**src/rtl/decoder_pkg.sv**
```systemverilog
// -----------------------------------------------------------------------------
// decoder_pkg
// Shared definitions for the decode_queue ID stage: RV32 base opcode
// constants, the register-index width helper and the decoded instruction
// record that travels from the FIFO head into the output slot.
// No ports (package).
// -----------------------------------------------------------------------------
package decoder_pkg;

  localparam logic [6:0] LUI    = 7'b0110111;
  localparam logic [6:0] AUIPC  = 7'b0010111;
  localparam logic [6:0] OP_IMM = 7'b0010011;
  localparam logic [6:0] OP     = 7'b0110011;
  localparam logic [6:0] LOAD   = 7'b0000011;
  localparam logic [6:0] STORE  = 7'b0100011;
  localparam logic [6:0] BRANCH = 7'b1100011;
  localparam logic [6:0] JAL    = 7'b1101111;
  localparam logic [6:0] JALR   = 7'b1100111;

  // Register index width for a register file of nregs entries.
  function automatic int reg_w(input int nregs);
    return (nregs <= 2) ? 1 : $clog2(nregs);
  endfunction

  // Instruction fields encode 5-bit register indices.
  localparam int REG_W = reg_w(32);

  typedef struct packed {
    logic [31:0]      instr;
    logic [31:0]      pc;
    logic [REG_W-1:0] rs1;
    logic [REG_W-1:0] rs2;
    logic [REG_W-1:0] rd;
    logic [31:0]      imm;
    logic             illegal;
  } decoded_instr_t;

endpackage

```
**src/rtl/instr_field_decode.sv**
```systemverilog
// -----------------------------------------------------------------------------
// instr_field_decode
// Purely combinational field decoder. Extracts register pointers and the
// sign-extended immediate for the supported opcode set; unused pointers are
// zero and unsupported opcodes produce illegal=1 with all fields zero.
// Ports:
//   instr_i  in  32  instruction word
//   pc_i     in  32  instruction PC
//   dec_o    out     decoded_instr_t record
// -----------------------------------------------------------------------------
module instr_field_decode
  import decoder_pkg::*;
(
  input  logic [31:0]    instr_i,
  input  logic [31:0]    pc_i,
  output decoded_instr_t dec_o
);

  always_comb begin
    dec_o       = '0;
    dec_o.instr = instr_i;
    dec_o.pc    = pc_i;
    case (instr_i[6:0])
      LUI, AUIPC: begin
        dec_o.rd  = instr_i[11:7];
        dec_o.imm = {instr_i[31:12], 12'b0};
      end
      OP_IMM, LOAD, JALR: begin
        dec_o.rs1 = instr_i[19:15];
        dec_o.rd  = instr_i[11:7];
        dec_o.imm = {{20{instr_i[31]}}, instr_i[31:20]};
      end
      OP: begin
        dec_o.rs1 = instr_i[19:15];
        dec_o.rs2 = instr_i[24:20];
        dec_o.rd  = instr_i[11:7];
      end
      STORE: begin
        dec_o.rs1 = instr_i[19:15];
        dec_o.rs2 = instr_i[24:20];
        dec_o.imm = {{20{instr_i[31]}}, instr_i[31:25], instr_i[11:7]};
      end
      BRANCH: begin
        dec_o.rs1 = instr_i[19:15];
        dec_o.rs2 = instr_i[24:20];
        dec_o.imm = {{19{instr_i[31]}}, instr_i[31], instr_i[7],
                     instr_i[30:25], instr_i[11:8], 1'b0};
      end
      JAL: begin
        dec_o.rd  = instr_i[11:7];
        dec_o.imm = {{11{instr_i[31]}}, instr_i[31], instr_i[19:12],
                     instr_i[20], instr_i[30:21], 1'b0};
      end
      default: begin
        dec_o.illegal = 1'b1;
      end
    endcase
  end

endmodule

```
**src/rtl/decode_queue.sv**
```systemverilog
// -----------------------------------------------------------------------------
// decode_queue
// Buffered ID stage: DEPTH-entry instruction FIFO, head decode, and a
// registered output slot with valid/ready handshakes on both sides.
// Optional feature macro: DECODE_QUEUE_SCOREBOARD_EN adds an NREGS-bit busy
// vector that holds back heads with RAW hazards against in-flight writes.
// Ports:
//   clk, rst                    clock, synchronous active-high reset
//   flush_i                     drop FIFO and output slot contents
//   in_valid_i/in_ready_o       fetch handshake
//   in_instr_i, in_pc_i         fetched instruction and PC
//   out_valid_o/out_ready_i     execute handshake
//   out_instr_o, out_pc_o       output slot instruction and PC
//   out_rs1_o/out_rs2_o/out_rd_o register pointers (0 when unused)
//   out_imm_o, out_illegal_o    immediate, unsupported-opcode flag
//   wb_valid_i, wb_rd_i         writeback retiring a destination register
// -----------------------------------------------------------------------------
module decode_queue
  import decoder_pkg::*;
#(
  parameter int DEPTH = 4,
  parameter int NREGS = 32
) (
  input  logic                     clk,
  input  logic                     rst,
  input  logic                     flush_i,
  input  logic                     in_valid_i,
  output logic                     in_ready_o,
  input  logic [31:0]              in_instr_i,
  input  logic [31:0]              in_pc_i,
  output logic                     out_valid_o,
  input  logic                     out_ready_i,
  output logic [31:0]              out_instr_o,
  output logic [31:0]              out_pc_o,
  output logic [reg_w(NREGS)-1:0]  out_rs1_o,
  output logic [reg_w(NREGS)-1:0]  out_rs2_o,
  output logic [reg_w(NREGS)-1:0]  out_rd_o,
  output logic [31:0]              out_imm_o,
  output logic                     out_illegal_o,
  input  logic                     wb_valid_i,
  input  logic [reg_w(NREGS)-1:0]  wb_rd_i
);

  localparam int RW = reg_w(NREGS);
  localparam int AW = $clog2(DEPTH);

  logic [31:0]    instr_mem_q [DEPTH];
  logic [31:0]    pc_mem_q    [DEPTH];
  logic [AW:0]    wr_ptr_q, wr_ptr_d;
  logic [AW:0]    rd_ptr_q, rd_ptr_d;
  logic           out_valid_q, out_valid_d;
  decoded_instr_t slot_q, slot_d;
  decoded_instr_t head_dec;

  logic fifo_empty, fifo_full;
  logic push, load, issue, hazard;
  logic [RW-1:0] head_rs1, head_rs2;

  // Extra pointer MSB separates full (MSBs differ) from empty (equal).
  assign fifo_empty = (wr_ptr_q == rd_ptr_q);
  assign fifo_full  = (wr_ptr_q[AW] != rd_ptr_q[AW]) &&
                      (wr_ptr_q[AW-1:0] == rd_ptr_q[AW-1:0]);

  // Registered full flag: a pop this cycle reopens in_ready_o only next cycle.
  assign in_ready_o = !fifo_full;
  assign issue      = out_valid_q && out_ready_i;
  assign push       = in_valid_i && !fifo_full && !flush_i;
  assign load       = !fifo_empty && (!out_valid_q || out_ready_i) && !hazard && !flush_i;

  instr_field_decode u_head_decode (
    .instr_i (instr_mem_q[rd_ptr_q[AW-1:0]]),
    .pc_i    (pc_mem_q[rd_ptr_q[AW-1:0]]),
    .dec_o   (head_dec)
  );

  assign head_rs1 = RW'(head_dec.rs1);
  assign head_rs2 = RW'(head_dec.rs2);

`ifdef DECODE_QUEUE_SCOREBOARD_EN
  logic [NREGS-1:0] busy_q, busy_d;
  logic             rs1_hit, rs2_hit;

  always_comb begin
    busy_d = busy_q;
    if (wb_valid_i) busy_d[wb_rd_i] = 1'b0;
    // Applied after the clear so a same-register set wins.
    if (issue && (out_rd_o != '0)) busy_d[out_rd_o] = 1'b1;
    busy_d[0] = 1'b0;
  end

  always_ff @(posedge clk) begin
    if (rst) busy_q <= '0;
    else     busy_q <= busy_d;
  end

  // The slot's rd is not yet in busy_q, so it is compared directly.
  assign rs1_hit = (head_rs1 != '0) &&
                   (busy_q[head_rs1] || (out_valid_q && (out_rd_o == head_rs1)));
  assign rs2_hit = (head_rs2 != '0) &&
                   (busy_q[head_rs2] || (out_valid_q && (out_rd_o == head_rs2)));
  assign hazard  = rs1_hit || rs2_hit;
`else
  logic unused_wb;
  assign unused_wb = ^{wb_valid_i, wb_rd_i, head_rs1, head_rs2};
  assign hazard    = 1'b0;
`endif

  always_comb begin
    wr_ptr_d    = wr_ptr_q;
    rd_ptr_d    = rd_ptr_q;
    out_valid_d = out_valid_q;
    slot_d      = slot_q;
    if (flush_i) begin
      wr_ptr_d    = '0;
      rd_ptr_d    = '0;
      out_valid_d = 1'b0;
    end else begin
      if (push) wr_ptr_d = wr_ptr_q + (AW+1)'(1);
      if (load) begin
        rd_ptr_d    = rd_ptr_q + (AW+1)'(1);
        slot_d      = head_dec;
        out_valid_d = 1'b1;
      end else if (issue) begin
        out_valid_d = 1'b0;
      end
    end
  end

  always_ff @(posedge clk) begin
    if (rst) begin
      wr_ptr_q    <= '0;
      rd_ptr_q    <= '0;
      out_valid_q <= 1'b0;
      slot_q      <= '0;
    end else begin
      wr_ptr_q    <= wr_ptr_d;
      rd_ptr_q    <= rd_ptr_d;
      out_valid_q <= out_valid_d;
      slot_q      <= slot_d;
    end
  end

  // Storage is data-only; occupancy is tracked by the pointers.
  always_ff @(posedge clk) begin
    if (!rst && push) begin
      instr_mem_q[wr_ptr_q[AW-1:0]] <= in_instr_i;
      pc_mem_q[wr_ptr_q[AW-1:0]]    <= in_pc_i;
    end
  end

  assign out_valid_o   = out_valid_q;
  assign out_instr_o   = slot_q.instr;
  assign out_pc_o      = slot_q.pc;
  assign out_rs1_o     = RW'(slot_q.rs1);
  assign out_rs2_o     = RW'(slot_q.rs2);
  assign out_rd_o      = RW'(slot_q.rd);
  assign out_imm_o     = slot_q.imm;
  assign out_illegal_o = slot_q.illegal;

endmodule

```
**config.mk**
```make
export PLATFORM = sky130hd
export DESIGN_NAME = decode_queue
export DESIGN_NICKNAME = d
export VERILOG_FILES = /design/src/rtl/decoder_pkg.sv /design/src/rtl/instr_field_decode.sv /design/src/rtl/decode_queue.sv
export SDC_FILE = /design/constraint.sdc
export NUM_CORES = 1
export LEC_CHECK = 0
export ABC_CLOCK_PERIOD_IN_PS = 7400
export BUFFER_PORTS_ARGS = -buffer_cell sky130_fd_sc_hd__buf_4
export CAP_MARGIN = 5
export CELL_PAD_IN_SITES_DETAIL_PLACEMENT = 0
export CELL_PAD_IN_SITES_GLOBAL_PLACEMENT = 2
export CORE_UTILIZATION = 35
export CTS_BUF_LIST = sky130_fd_sc_hd__clkbuf_4
export CTS_CLUSTER_DIAMETER = 60
export DETAILED_ROUTE_END_ITERATION = 12
export PLACE_DENSITY = 0.7
export RECOVER_POWER = 50
export SYNTH_ARGS = -nofsm -noshare
export SYNTH_HDL_FRONTEND = slang
export SYNTH_HIERARCHICAL = 1
export SYNTH_SLANG_ARGS = --single-unit
export TNS_END_PERCENT = 50
```
**constraint.sdc**
```tcl
create_clock -name clk -period 7.4 [get_ports clk]
set_input_delay 1.11 -clock clk [delete_from_list [all_inputs] [get_ports clk]]
set_output_delay 1.11 -clock clk [all_outputs]
set_load 0.05 [all_outputs]
```
# After elaboration in Yosys (flattened, before gate mapping)

Memories as Yosys holds them, arrays and structs flattened. A register that Yosys moved wholly into a read port is not among the register bits.
Index checks and enable logic that the tools add are counted.

Add/subtract/negate cells: 2
Equality and inequality tests: 12
Mux-type cells: 11
Bitwise operators: 1
Reduce and logical (&&, ||, !) cells: 22

Operators with widths:

| cell                                                                  | count |
|---|---|
| 32-bit one-hot mux with 5 select lines                                | 1 |
| 7-bit by 6-bit equality test with 1-bit output, second input constant | 3 |
| 7-bit equality test, second input constant                            | 3 |
| 5-bit two-way mux                                                     | 3 |
| 7-bit by 5-bit equality test with 1-bit output, second input constant | 2 |
| 9-bit OR reduction                                                    | 1 |
| 7-bit by 2-bit equality test with 1-bit output, second input constant | 1 |
| 1-bit logical AND                                                     | 7 |
| 7-bit OR reduction                                                    | 1 |
| 3-bit by 1-bit adder with 3-bit output, second input constant         | 2 |
| 3-bit OR reduction                                                    | 2 |
| 6-bit OR reduction                                                    | 1 |
| 1-bit zero test                                                       | 5 |
| 1-bit two-way mux                                                     | 5 |
| 2-bit two-way mux                                                     | 2 |
| 2-bit OR reduction                                                    | 2 |
| 3-bit equality test                                                   | 1 |
| 2-bit equality test                                                   | 1 |
| 2-bit AND reduction                                                   | 1 |
| 2-bit nonzero test                                                    | 1 |
| 1-bit logical OR                                                      | 1 |
| 1-bit inequality test                                                 | 1 |
| 1-bit inverter                                                        | 1 |

Register bits after elaboration: 87
Memory bits (writable): 256
Output and inout port bits: 114
Memories kept: 2

Memory list:

| memory      | depth | width | rd ports | clocked after Yosys merged registers in | wr ports | line               | source |
|---|---|---|---|---|---|---|---|
| instr_mem_q | 4     | 32    | 1        | 1                                       | 1        | decode_queue.sv:47 | `logic [31:0] instr_mem_q [DEPTH];` |
| pc_mem_q    | 4     | 32    | 1        | 1                                       | 1        | decode_queue.sv:48 | `logic [31:0] pc_mem_q [DEPTH];` |

# Logic depth before layout (Yosys ltp)

Depth in word-level cells: 8
Depth in mapped cells: 10
Depth with buffers taken out: 6

# By module

Netlist, hierarchy kept.

By module, submodules not included:

| module             | instances | cells an instance | area an instance (µm²) | seq. area each (µm²) |
|---|---|---|---|---|
| decode_queue       | 1         | 880               | 13,543.0               | 10,109.7 |
| instr_field_decode | 1         | 164               | 1,209.9                | 0.0 |

# Worst setup path before layout

Ideal clock, no wire load.

Kind: input to register
From: in in_valid_i
To: mem instr_mem_q[0][0] (enable)
Arrival: 3.330 ns
Setup slack: 3.641 ns
Stages: 4
Path through: inv_1 -> a311oi_1 -> nor2b_1 -> and2_1

Longest elaborated chain between the ends: 5

Ends and longest elaborated chain:

| item                                    | line                | source |
|---|---|---|
| start: declaration                      | decode_queue.sv:27  | `input logic in_valid_i,` |
| 1-bit logical AND (2 in series)         | decode_queue.sv:67  | `assign push = in_valid_i && !fifo_full && !flush_i;` |
| 1-bit logical AND                       | decode_queue.sv:145 | `if (!rst && push) begin` |
| 1-bit two-way mux                       | decode_queue.sv:145 |  |
| 1-bit two-way mux (not written as such) | decode_queue.sv:146 | `instr_mem_q[wr_ptr_q[AW-1:0]] <= in_instr_i;` |
| end: declaration                        | decode_queue.sv:47  |  |

No other way between the ends.

==> flow_summary.toml <==
[power_and_ir_drop]
power_leakage_nw = 5.43
clockPowerShare = 0.436
peakVddDrop_uv = 122
p_total_mw = 4.33
netSwitchingFraction = 0.230
p_seq_frac = 0.527
power_density_mw_per_mm2 = 256
pwr-share-comb = 0.037
p_int_mw = 3.33
p_sw_uw = 997

[grt]
grt_first_pass_wirelength_um = 56100
grt_use_total = 0.174
grt_start_max_net_pins = 80
overflow = 0
grt_pass1_vias = 9088
antenna_found_initial = 4

[worst_setup_path]
crit_start = "rst"
start_kind = "primary input"
end_kind = "register"
cpPeakStageDelay_ns = 2.74
critPathArrivalTime_ns = 4.98
crit_path_max_fanout = 75
crit_required_ns = 8.03
cp_slowest_cell = "clkbuf_1"
critical_path.cell_chain = "buf_4 > clkbuf_1 > or2_0 > a21oi_1"
critPathKind = "in -> reg"

[timing]
fin_crit_ns = 4.34
slew_violations = 112
holdWs_ns = 0.453
slew_headroom = -1.58
post-route-period-util = 0.587
setup_viol = 0
clock_skew_ns = 0.0335
worst_pin_slew_ns = 3.87
finalHoldViolCount = 0
rsz0062_at_grt = "false"
fmax_mhz = 230
setup_tns_ns = 0

[clock_network]
ctsHtreeMaxLevel = 3
postCtsSetupBuffers = 0
cts_tree = "yes"
cts_hold_buf = 0
cts_num_sinks = 377
clk_latency_ns = 0.78
clockBufferDepth = 3
cts_buffers = 101
ctsResizeCount = 0
cts.clk_slew.worst_paths_ns = 0.07
cts_root_buffer = "clkbuf_4"

[synthesis]
async_reset_ff_frac = 0
synth_fa_ha_area_frac = 0.00424
yosysTopAreaCellShare = 0.521
synth_common_cells = "256 x edfxtp_1, 231 x nand2_1, 121 x dfxtp_1"
synth-edff-count = 256
yosysMostFrequentCell = "edfxtp_1"
ys_types = 56
netlist_area_mm2 = 0.0148
ys.flop_type = "edfxtp_1"
synth_top_family_by_area = "multiplexers"
synth_xor_area_frac = 0.00475
synth_cells = 1044
ys_ff_latch = 377
yosysSeqAreaShare = 0.685
syn_avg_cell_area_um2 = 14.1
synth_compound_area_frac = 0.0612
syn_nets = 1124
synth_top_area_cell = "edfxtp_1"
yosysWarnings = 6
synth.area.top_cells = "edfxtp_1 52%, dfxtp_1 16%, mux4_2 9.8%"
synthMuxAreaShare = 0.0994
synth-simple-area-share = 0.0905

[layout]
fin_util = 0.410
post_route_cells_drive_above_1_share = 0.218
syn_to_final_growth_pct = 14.4
fill_cells = 4045
nets = 1294

[status]
violations = "capacitance limit, slew limit"
status = "finished with violations"

[die]
io_pins = 189
die_h_um = 207
core_area_mm2 = 0.0412
die_w_um = 207
row_count = 74
initial_utilization = 0.358
die-area_mm2 = 0.0430

[detailed_routing]
drc = 0
vias = 8895
dr.pass1.iters = 5
wirelength_um = 36900
drt_iter0_markers = 336
final_antenna_net_count = 0
post_drt_wl_per_cell_um = 20.1
viasPerCell = 4.85

[flow_run]
maxCapViolations = 2

[placement]
globalplace.congestion = 0.716
port_buffers = 182
dp_hpwl_um = 21900

[min_path]
hold_class = "reg -> reg"
min-delay-start = "out_pc_o[18]"
==> metrics by stage <==
| step | std cells | cell area, um2 | worst slack [ns] |
|---|---|---|---|
| 5_1_grt | 1834 | 16900 | 2.80 |
| 3_3_place_gp | 1643 | 16100 | 3.52 |
| 2_1_floorplan | 1044 | 14800 | 3.64 |
| 6_report | 1834 | 16900 | 3.06 |
| 4_1_cts | 1832 | 17500 | 3.51 |
| 3_5_place_dp | 1643 | 16100 | 3.51 |
==> registers in the layout (all words and copies together), names as in the netlist, named ones only <==
name	count
out_imm_o	32
wr_ptr_q	3
out_rs1_o	5
out_pc_o	32
pc_mem_q	128
out_instr_o	32
rd_ptr_q	3
out_rs2_o	5
out_rd_o	5
out_illegal_o	1
out_valid_o	1
instr_mem_q	128
==> worst max-delay path, delay by kind of cell <==
kind                   cells  cell delay, ns
AO/OA/AOI/OAI              1            0.10
buffers and inverters      2            3.18
AND/OR/NAND/NOR            1            0.55
==> power groups by stage <==
stage                     logic, mW  clock network, mW  registers (mW)
after floorplan              0.0896                  0            2.35
after global placement        0.183                  0            2.32
after detailed placement      0.186                  0            2.33
after CTS                     0.187               1.96            2.28
after global routing          0.177               2.06            2.28
final                         0.162               1.88            2.28
==> worst paths after layout <==
| check | cells past startpoint | slack [ns] | endpoint |
|---|---|---|---|
| setup / recovery | 4 | 3.06 | register |
| hold / removal | 2 | 0.45 | out_pc_o[18] |
| setup reg to reg | 7 | 3.60 | out_imm_o[18] |
| hold reg to reg | 2 | 0.45 | out_pc_o[18] |
==> area by class of cell <==
cell class                      count  area [um2]  share of cell area
Timing Repair Buffer              192         852              0.0505
Clock inverter                     36         204              0.0121
Tap cell                          532         666              0.0394
Clock buffer                      153        1150              0.0681
Multi-Input combinational cell    536        3860               0.229
Antenna cell                        2        5.00            0.000297
Sequential cell                   377       10100               0.600
Inverter                            6        22.5             0.00133
==> routing by layer <==
layer  up-vias  wire length (um)  track usage
met5         -                26            0
met4         4              1030       0.0664
met3        84              2130       0.0555
met2       222             17800        0.285
met1      4421             15900        0.215
li1       4164                 -            -
==> cells by family (layout without fill, tap and decap cells) <==
| kind of cell | count (synthesis) | after routing |
|---|---|---|
| and+or+nand+nor | 302 | 302 |
| other | 0 | 2 |
| buffers and inverters | 131 | 387 |
| adders and majority gates | 5 | 5 |
| xor gates and xnor gates | 8 | 8 |
| AOI/OAI and AO/OA | 155 | 155 |
| DFF | 377 | 377 |
| muxes | 66 | 66 |
==> cell usage in the layout, fill, tap and decap left out, drive strengths merged, types with 8 or more instances in the layout <==
cell type | synthesis | routed
inv | 6 | 8
a21o | 8 | 8
nor2 | 10 | 10
nand2 | 232 | 232
and2 | 14 | 14
a21oi | 114 | 114
edfxtp | 256 | 256
dfxtp | 121 | 121
buf | 91 | 35
clkbuf | 34 | 310
clkinv | 0 | 31
nor2b | 9 | 9
mux4 | 64 | 64
nand3 | 13 | 13
o21ai | 13 | 13
Power figures use the tool's default switching activity.
